===== src/rtl/sa_pkg.sv =====
// Shared types and sizing helpers for the systolic-array feed/drain schedulers.
package sa_pkg;

  typedef enum logic [1:0] {
    ST_IDLE  = 2'd0,
    ST_FEED  = 2'd1,
    ST_FLUSH = 2'd2,
    ST_DONE  = 2'd3
  } state_e;

  // Final wavefront step index of one tile: the last row finishes COLS-1 steps after it starts.
  function automatic int skew_last(input int rows, input int cols);
    return cols + rows - 2;
  endfunction

  function automatic int cnt_w(input int n);
    return (n <= 1) ? 1 : $clog2(n);
  endfunction

endpackage


===== src/rtl/skew_window_decoder.sv =====
// Marks which rows are inside the diagonal streaming window at wavefront step t.
module skew_window_decoder
  import sa_pkg::*;
#(
  parameter int ROW  = 9,
  parameter int COLS = 9,
  parameter int TCW  = cnt_w(COLS + ROW - 1)
) (
  input  logic [TCW-1:0] t,
  output logic [ROW-1:0] active
);

  logic [31:0] t_ext_s;

  assign t_ext_s = 32'(t);

  for (genvar r = 0; r < ROW; r++) begin : g_row
    if (r == 0) begin : g_first
      assign active[r] = (t_ext_s < 32'(COLS));
    end else begin : g_other
      assign active[r] = (t_ext_s >= 32'(r)) && (t_ext_s < 32'(r + COLS));
    end
  end

endmodule


===== src/rtl/skew_feed_scheduler.sv =====
// Drives per-row FIFO reads so row r trails row 0 by r cycles, freezing the
// whole wavefront whenever the array or any in-window FIFO cannot proceed.
module skew_feed_scheduler
  import sa_pkg::*;
#(
  parameter int ROW  = 9,
  parameter int COLS = 9,
  parameter int TW   = 8
) (
  input  logic            i_clk,
  input  logic            i_rst,
  input  logic            i_start,
  input  logic [TW-1:0]   i_num_tiles,
  input  logic [ROW-1:0]  i_fifo_empty,
  input  logic            i_array_ready,
  output logic [ROW-1:0]  o_read_enable,
  output logic [ROW-1:0]  o_valid_mask,
  output logic            o_busy,
  output logic            o_done
);

  localparam int LAST = skew_last(ROW, COLS);
  localparam int TCW  = cnt_w(COLS + ROW - 1);

  state_e         state_r;
  state_e         state_nx_s;
  logic [TCW-1:0] t_r;
  logic [TCW-1:0] t_nx_s;
  logic [TW-1:0]  tiles_r;
  logic [TW-1:0]  tiles_nx_s;
  logic [ROW-1:0] active_s;
  logic [ROW-1:0] read_enable_s;
  logic [ROW-1:0] valid_mask_r;
  logic           stall_s;
  logic           busy_r;
  logic           done_r;

  skew_window_decoder #(
    .ROW  (ROW),
    .COLS (COLS),
    .TCW  (TCW)
  ) u_window (
    .t      (t_r),
    .active (active_s)
  );

  // Empty flags of rows outside the window are deliberately ignored.
  assign stall_s = !i_array_ready || (|(active_s & i_fifo_empty));

  // Read strobes: whole current window, or nothing while frozen / not feeding.
  always_comb begin
    read_enable_s = '0;
    if ((state_r == ST_FEED) && !stall_s) begin
      read_enable_s = active_s;
    end else begin
      read_enable_s = '0;
    end
  end

  // Next-state, step counter and tile counter.
  always_comb begin
    state_nx_s = state_r;
    t_nx_s     = t_r;
    tiles_nx_s = tiles_r;
    case (state_r)
      ST_IDLE: begin
        if (i_start && (i_num_tiles != '0)) begin
          state_nx_s = ST_FEED;
          t_nx_s     = '0;
          tiles_nx_s = i_num_tiles;
        end else begin
          state_nx_s = ST_IDLE;
        end
      end
      ST_FEED: begin
        if (stall_s) begin
          state_nx_s = ST_FEED;
        end else if (t_r == TCW'(LAST)) begin
          t_nx_s = '0;
          if (tiles_r > TW'(1)) begin
            tiles_nx_s = tiles_r - TW'(1);
          end else begin
            tiles_nx_s = '0;
            state_nx_s = ST_FLUSH;
          end
        end else begin
          t_nx_s = t_r + TCW'(1);
        end
      end
      ST_FLUSH: state_nx_s = ST_DONE;
      ST_DONE:  state_nx_s = ST_IDLE;
      default: begin
        state_nx_s = ST_IDLE;
        t_nx_s     = '0;
        tiles_nx_s = '0;
      end
    endcase
  end

  // State, counters and registered outputs; busy/done track the state being entered.
  always_ff @(posedge i_clk) begin
    if (i_rst) begin
      state_r      <= ST_IDLE;
      t_r          <= '0;
      tiles_r      <= '0;
      valid_mask_r <= '0;
      busy_r       <= 1'b0;
      done_r       <= 1'b0;
    end else begin
      state_r      <= state_nx_s;
      t_r          <= t_nx_s;
      tiles_r      <= tiles_nx_s;
      valid_mask_r <= read_enable_s;
      busy_r       <= (state_nx_s != ST_IDLE);
      done_r       <= (state_nx_s == ST_DONE);
    end
  end

  assign o_read_enable = read_enable_s;
  assign o_valid_mask  = valid_mask_r;
  assign o_busy        = busy_r;
  assign o_done        = done_r;

endmodule


===== config.mk =====
export PLATFORM = sky130hd
export DESIGN_NAME = skew_feed_scheduler
export DESIGN_NICKNAME = d
export VERILOG_FILES = /design/src/rtl/sa_pkg.sv /design/src/rtl/skew_window_decoder.sv /design/src/rtl/skew_feed_scheduler.sv
export SDC_FILE = /design/constraint.sdc
export NUM_CORES = 1
export LEC_CHECK = 0
export CAP_MARGIN = 20
export CORE_UTILIZATION = 52
export DETAILED_ROUTE_END_ITERATION = 8
export GPL_ROUTABILITY_DRIVEN = 0
export PLACE_DENSITY = 0.95
export SYNTH_ARGS = -nofsm -noshare
export SYNTH_HDL_FRONTEND = slang
export SYNTH_HIERARCHICAL = 1
export SYNTH_SLANG_ARGS = --single-unit

===== constraint.sdc =====
create_clock -name i_clk -period 6.9 [get_ports i_clk]
set_input_delay 1.38 -clock i_clk [delete_from_list [all_inputs] [get_ports i_clk]]
set_output_delay 1.38 -clock i_clk [all_outputs]
set_load 0.02 [all_outputs]

==> flow_metrics.env, run 1 <==
export IMPL_status="finished, final reports clean"
export IMPL_cts_tree="done"
export IMPL_setup_viol=0
export IMPL_period_needed_ps=4830
export IMPL_clkTransAtPathRegs_ps=150
export IMPL_internal_power_uw=250
export IMPL_drc_errors=0
export IMPL_dr_pass1_iters=4
export IMPL_syn_nets=213
export IMPL_p_per_area_nw_per_um2=176
export IMPL_period_share_pct=69.9
export IMPL_die_y_um=56.4
export IMPL_grt_max_degree=20
export IMPL_htreeDepth=1
export IMPL_synth_top_cells_by_count="dfxtp_1 (26), and2_1 (18), nor2_1 (17)"
export IMPL_via_per_inst=6.14
export IMPL_die_area_sq_um=3180
export IMPL_highest_layer="met4"
export IMPL_syn_inst=188
export IMPL_clk_latency_ps=340
export IMPL_wirelength_um=3680
export IMPL_dp_cells=248
export IMPL_worstSetupEndpointType="output pin"
export IMPL_synth_warnings=6
export IMPL_cts_buffers=3
export IMPL_cts_hold_buf=0
export IMPL_arrival_ps=3450
export IMPL_post_cts_setup_buffer_count=0
export IMPL_ff2ff_path_depth=7
export IMPL_met1_length_um=1530
export IMPL_dr_wl_met3_um=247
export IMPL_floorplan_initialDensity_pct=55.3
export IMPL_multi_input_area_sq_um=921
export IMPL_drive_above_1_share_pct=4.52
export IMPL_reg2reg_slack_ps=4000
export IMPL_grt_first_pass_wirelength_um=6190
export IMPL_skew_ps=9.82
export IMPL_switching_power_uw=94.5
export IMPL_r2r_start="t_r[2]"
export IMPL_synth_area_top_cells="dfxtp_1 (34%), and2_1 (7.3%), a21oi_1 (4.2%)"
export IMPL_finalHoldViolCount=0
export IMPL_required_ps=5520
export IMPL_fin_nets=247
export IMPL_syn_area_sq_um=1540
export IMPL_yosysTopAreaCell="dfxtp_1"
export IMPL_startpoint_type="input pin"
export IMPL_globalRouteOverflowTotal=0
export IMPL_tightestPinTransition_ps=882
export IMPL_drt_iter0_drc=60
export IMPL_cts_resized=0
export IMPL_ir_drop_uv=165
export IMPL_max_freq_mhz=207
export IMPL_met2WireLength_um=1790
export IMPL_fin_setup_tns_ps=0
export IMPL_cts_sinks=26
export IMPL_grt_usage_pct=24.8
export IMPL_hp_start="tiles_r[5]"
export IMPL_layout_cells_non_filler=252
export IMPL_slew_violations=0
export IMPL_wl_per_cell_um=14.6
export IMPL_fillers=229
export IMPL_synth_seq_area_share_pct=33.8
export IMPL_num_antenna_cells=0
export IMPL_first_global_vias=1381
export IMPL_ys_ff_latch=26
export IMPL_hpwl_um=2670
export IMPL_rows=19
export IMPL_post_synth_top_count_cell="dfxtp_1"
export IMPL_reg2reg_to="tiles_r[7]"
export IMPL_path_max_fanout=10
export IMPL_synth_async_reset_ratio_pct=0
export IMPL_seqPwrFrac_pct=47.6
export IMPL_cts_root_buffer="clkbuf_4"
export IMPL_synth_distinct_cells=46
export IMPL_vias=1547
export IMPL_hp_class="flip-flop to flip-flop"
export IMPL_p_leak_uw=0.000716
export IMPL_swShare_pct=27.4
export IMPL_drtAntennaViolNets=0
export IMPL_dieWidth_um=56.4
export IMPL_synth_top_cell_area_share_pct=33.8
export IMPL_ys_flop_type="dfxtp_1"
export IMPL_p_comb_share_pct=21.2
export IMPL_power_share_clock_pct=31.2
export IMPL_numPortBuffers=40
export IMPL_clockBufferDepth=2
export IMPL_core_sq_um=2780
export IMPL_maxCapViolations=0
export IMPL_syn_area_per_cell_sq_um=8.18
export IMPL_path_class="input pin to output pin"
export IMPL_slew_headroom_pct=40.4
export IMPL_io_pins=41
export IMPL_synth_edff_count=0
export IMPL_antenna_found_initial=0
export IMPL_rsz0062_at_grt="false"
export IMPL_min_path_cells=2
export IMPL_syn_to_final_growth_pct=27.2
export IMPL_ff_latch_area_sq_um=520
export IMPL_min_to="tiles_r[5]"
==> metal layers <==
layer	vias up	global-route usage [%]
li1	761	-
met5	-	0
met1	709	28.5
met4	0	13.6
met2	66	42.2
met3	11	5.76
==> cells by family (layout without fill, tap and decap cells) <==
group	count (synthesis)	count (layout)	synth area share, %
and+or+nand+nor	80	80	29.0
adders and majority gates	4	4	3.25
buffers and inverters	17	50	6.26
xor gates and xnor gates	2	2	1.14
muxes	2	2	1.30
DFF	26	26	33.8
AOI/OAI and AO/OA	57	57	25.2
==> registers in the layout, summed over array words and instances (netlist names) <==
register	count
tiles_r	8
t_r	5
o_valid_mask	9
state_r	2
o_busy	1
o_done	1
==> worst max path at each step <==
| stage | depth (start not counted) | slack, ps | end | startpoint |
|---|---|---|---|---|
| 5_1_grt | 6 | 1830 | o_read_enable[3] | i_fifo_empty[6] |
| 4_1_cts | 6 | 2050 | o_read_enable[7] | i_fifo_empty[1] |
| 3_5_place_dp | 6 | 2060 | o_read_enable[7] | i_fifo_empty[1] |
| 6_report | 6 | 2070 | o_read_enable[7] | i_fifo_empty[1] |
| 2_1_floorplan | 4 | 3200 | o_read_enable[0] | i_fifo_empty[2] |
| 3_3_place_gp | 6 | 2130 | o_read_enable[1] | i_fifo_empty[6] |
==> critical path, stage by stage <==
cell             delay [ps]
clkdlybuf4s50_1         410
a22oi_1                 260
nand3_1                 220
nor2_1                  400
and2_1                  190
clkdlybuf4s50_1         590
==> power groups by stage <==
stage / Sequential [uW] / Combinational, uW / Clock [uW]
global route: 165 / 80.8 / 114
finish: 164 / 73.1 / 108
global placement: 167 / 70.3 / 0
floorplan: 166 / 48.2 / 0
CTS: 164 / 72.7 / 108
detailed placement: 167 / 72.1 / 0
==> stage by stage <==
| stage | setup slack (ps) | power (uW) | utilization (%) | hold WS, ps | instance area (sq um) |
|---|---|---|---|---|---|
| after global placement | 2130 | 237 | 68.4 | 478 | 1900 |
| after floorplan | 3200 | 214 | - | 456 | 1540 |
| after detailed placement | 2060 | 239 | 68.4 | 490 | 1900 |
| final | 2070 | 345 | 70.3 | 507 | 1960 |
| after global routing | 1830 | 361 | 70.3 | 550 | 1960 |
| after CTS | 2050 | 345 | 70.3 | 510 | 1960 |
==> cell type report <==
cell class	count	area share [%]
timing repair buffer	40	20.5
inverter	6	1.15
sequential	26	26.6
multi-input combinational	145	47.1
tap	31	1.98
clock buffer	3	1.15
clock inverter	1	1.54
==> layout by cell type, fill, tap and decap left out, types with 6 or more instances in the layout <==
master           netlist  routed
and2_1                18      18
o21ai_0                8       8
inv_1                  6       6
nor2_1                17      17
dfxtp_1               26      26
a21oi_1               13      13
nand2_1                7       7
nor3_1                11      11
clkdlybuf4s50_1        0      40
No activity file was read; power rests on OpenSTA's default activity.
==> inputs of run 2 (changes only) <==
CORE_UTILIZATION = 43   (was 52)
PLACE_DENSITY = 0.86   (was 0.95)
clock period = 4.1 ns   (was 6.9 ns; I/O delays follow)
==> flow_metrics.env, run 2 (same netlist as run 1, synthesis figures left out) <==
export IMPL_status="finished, final reports clean"
export IMPL_finalHoldViolCount=0
export IMPL_hp_start="tiles_r[5]"
export IMPL_drt_iter0_drc=128
export IMPL_final_cell_mix="clkdlybuf4s50_1 (40), dfxtp_1 (26), and2_1 (18)"
export IMPL_ff2ff_path_depth=7
export IMPL_worstSetupEndpointType="output pin"
export IMPL_tightestPinTransition_ps=967
export IMPL_numPortBuffers=40
export IMPL_htreeDepth=1
export IMPL_die_y_um=61.8
export IMPL_finalWorstSetupSlack_ps=254
export IMPL_cts_resized=0
export IMPL_setup_viol=0
export IMPL_period_share_pct=93.8
export IMPL_max_freq_mhz=260
export IMPL_grt_first_pass_wirelength_um=5940
export IMPL_reg2reg_slack_ps=1290
export IMPL_place_area_sq_um=1930
export IMPL_cts_tree="done"
export IMPL_vias=1539
export IMPL_globalRouteOverflowTotal=0
export IMPL_grt_usage_pct=20.4
export IMPL_arrival_ps=3030
export IMPL_skew_ps=12.8
export IMPL_layout_cells_non_filler=268
export IMPL_cts_hold_buf=0
export IMPL_drtAntennaViolNets=0
export IMPL_ir_drop_uv=157
export IMPL_via_per_inst=5.74
export IMPL_required_ps=3280
export IMPL_cts_buffers=3
export IMPL_clkTransAtPathRegs_ps=150
export IMPL_antenna_found_initial=0
export IMPL_drc_errors=0
export IMPL_startpoint_type="flip-flop"
export IMPL_drive_above_1_share_pct=5.41
export IMPL_post_cts_setup_buffer_count=0
export IMPL_core_sq_um=3390
export IMPL_hp_class="flip-flop to flip-flop"
export IMPL_floorplan_initialDensity_pct=45.4
export IMPL_clockBufferDepth=2
export IMPL_rsz0062_at_grt="false"
export IMPL_fillers=319
export IMPL_dr_pass1_iters=4
export IMPL_reg2reg_to="tiles_r[7]"
export IMPL_num_antenna_cells=0
export IMPL_syn_to_final_growth_pct=29.0
export IMPL_first_global_vias=1307
export IMPL_dp_cells=264
export IMPL_maxCapViolations=0
export IMPL_largest_register_ff_count=9
export IMPL_min_path_cells=2
export IMPL_slew_violations=0
export IMPL_wirelength_um=3680
export IMPL_grt_max_degree=20
export IMPL_p_leak_uw=0.000721
export IMPL_cts_sinks=26
export IMPL_wl_per_cell_um=13.7
export IMPL_path_max_fanout=16
export IMPL_cts_root_buffer="clkbuf_4"
export IMPL_clk_latency_ps=330
export IMPL_layout_commonest_cell="clkdlybuf4s50_1"
export IMPL_io_pins=41
export IMPL_dp_slack_ps=359
export IMPL_die_area_sq_um=3820
export IMPL_slew_headroom_pct=34.7
export IMPL_path_class="flip-flop to output pin"
export IMPL_rows=21
export IMPL_min_to="tiles_r[5]"
export IMPL_fin_nets=248
export IMPL_dieWidth_um=61.8
export IMPL_r2r_start="t_r[2]"
export IMPL_fin_area_sq_um=1980
export IMPL_period_needed_ps=3850
export IMPL_p_per_area_nw_per_um2=292
export IMPL_worstSetupStartpoint="t_r[2]"
export IMPL_hpwl_um=2620
export IMPL_fin_setup_tns_ps=0
==> run 2: area by class of cell <==
class | count | area (sq um) | share of cell area (%)
Clock buffer | 3 | 22.5 | 1.13
Clock inverter | 1 | 30.0 | 1.51
Inverter | 6 | 22.5 | 1.13
Multi-Input combinational cell | 145 | 923 | 46.5
Sequential cell | 26 | 520 | 26.2
Tap cell | 46 | 57.6 | 2.90
Timing Repair Buffer | 41 | 408 | 20.6
==> run 2: metrics by stage <==
step | util, % | power (uW) | hold slack (ps)
6_report | 58.5 | 579 | 505
5_1_grt | 58.5 | 612 | 554
4_1_cts | 58.5 | 583 | 507
3_5_place_dp | 56.9 | 403 | 485
3_3_place_gp | 56.9 | 401 | 478
2_1_floorplan | - | 361 | 456
==> run 2: where the power goes <==
part           total, uW  internal, uW  switching (uW)
Sequential           276           263            13.4
Combinational        125          60.4            64.2
Clock                178          98.9            79.5
==> run 2: critical path, cell delays in order (launching register included) <==
cell,delay (ps)
dfxtp_1,470
or3_4,450
o211a_1,250
a22oi_1,230
nand3_1,220
nor2_2,300
and2_1,180
clkdlybuf4s50_1,600
==> run 2: worst max-delay path by stage <==
| stage | to | slack (ps) |
|---|---|---|
| after floorplan | o_read_enable[0] | 1330 |
| after global placement | o_read_enable[3] | 430 |
| after detailed placement | o_read_enable[4] | 360 |
| after CTS | o_read_enable[4] | 110 |
| after global routing | o_read_enable[5] | 5 |
| final | o_read_enable[4] | 250 |
==> run 2: routing by layer <==
metal / up-vias / wire, um / track usage, %
met2: 77 / 1710 / 34.1
met5: - / 0 / 0
met1: 693 / 1630 / 26.2
li1: 762 / - / -
met3: 7 / 296 / 4.35
met4: 0 / 44 / 6.35
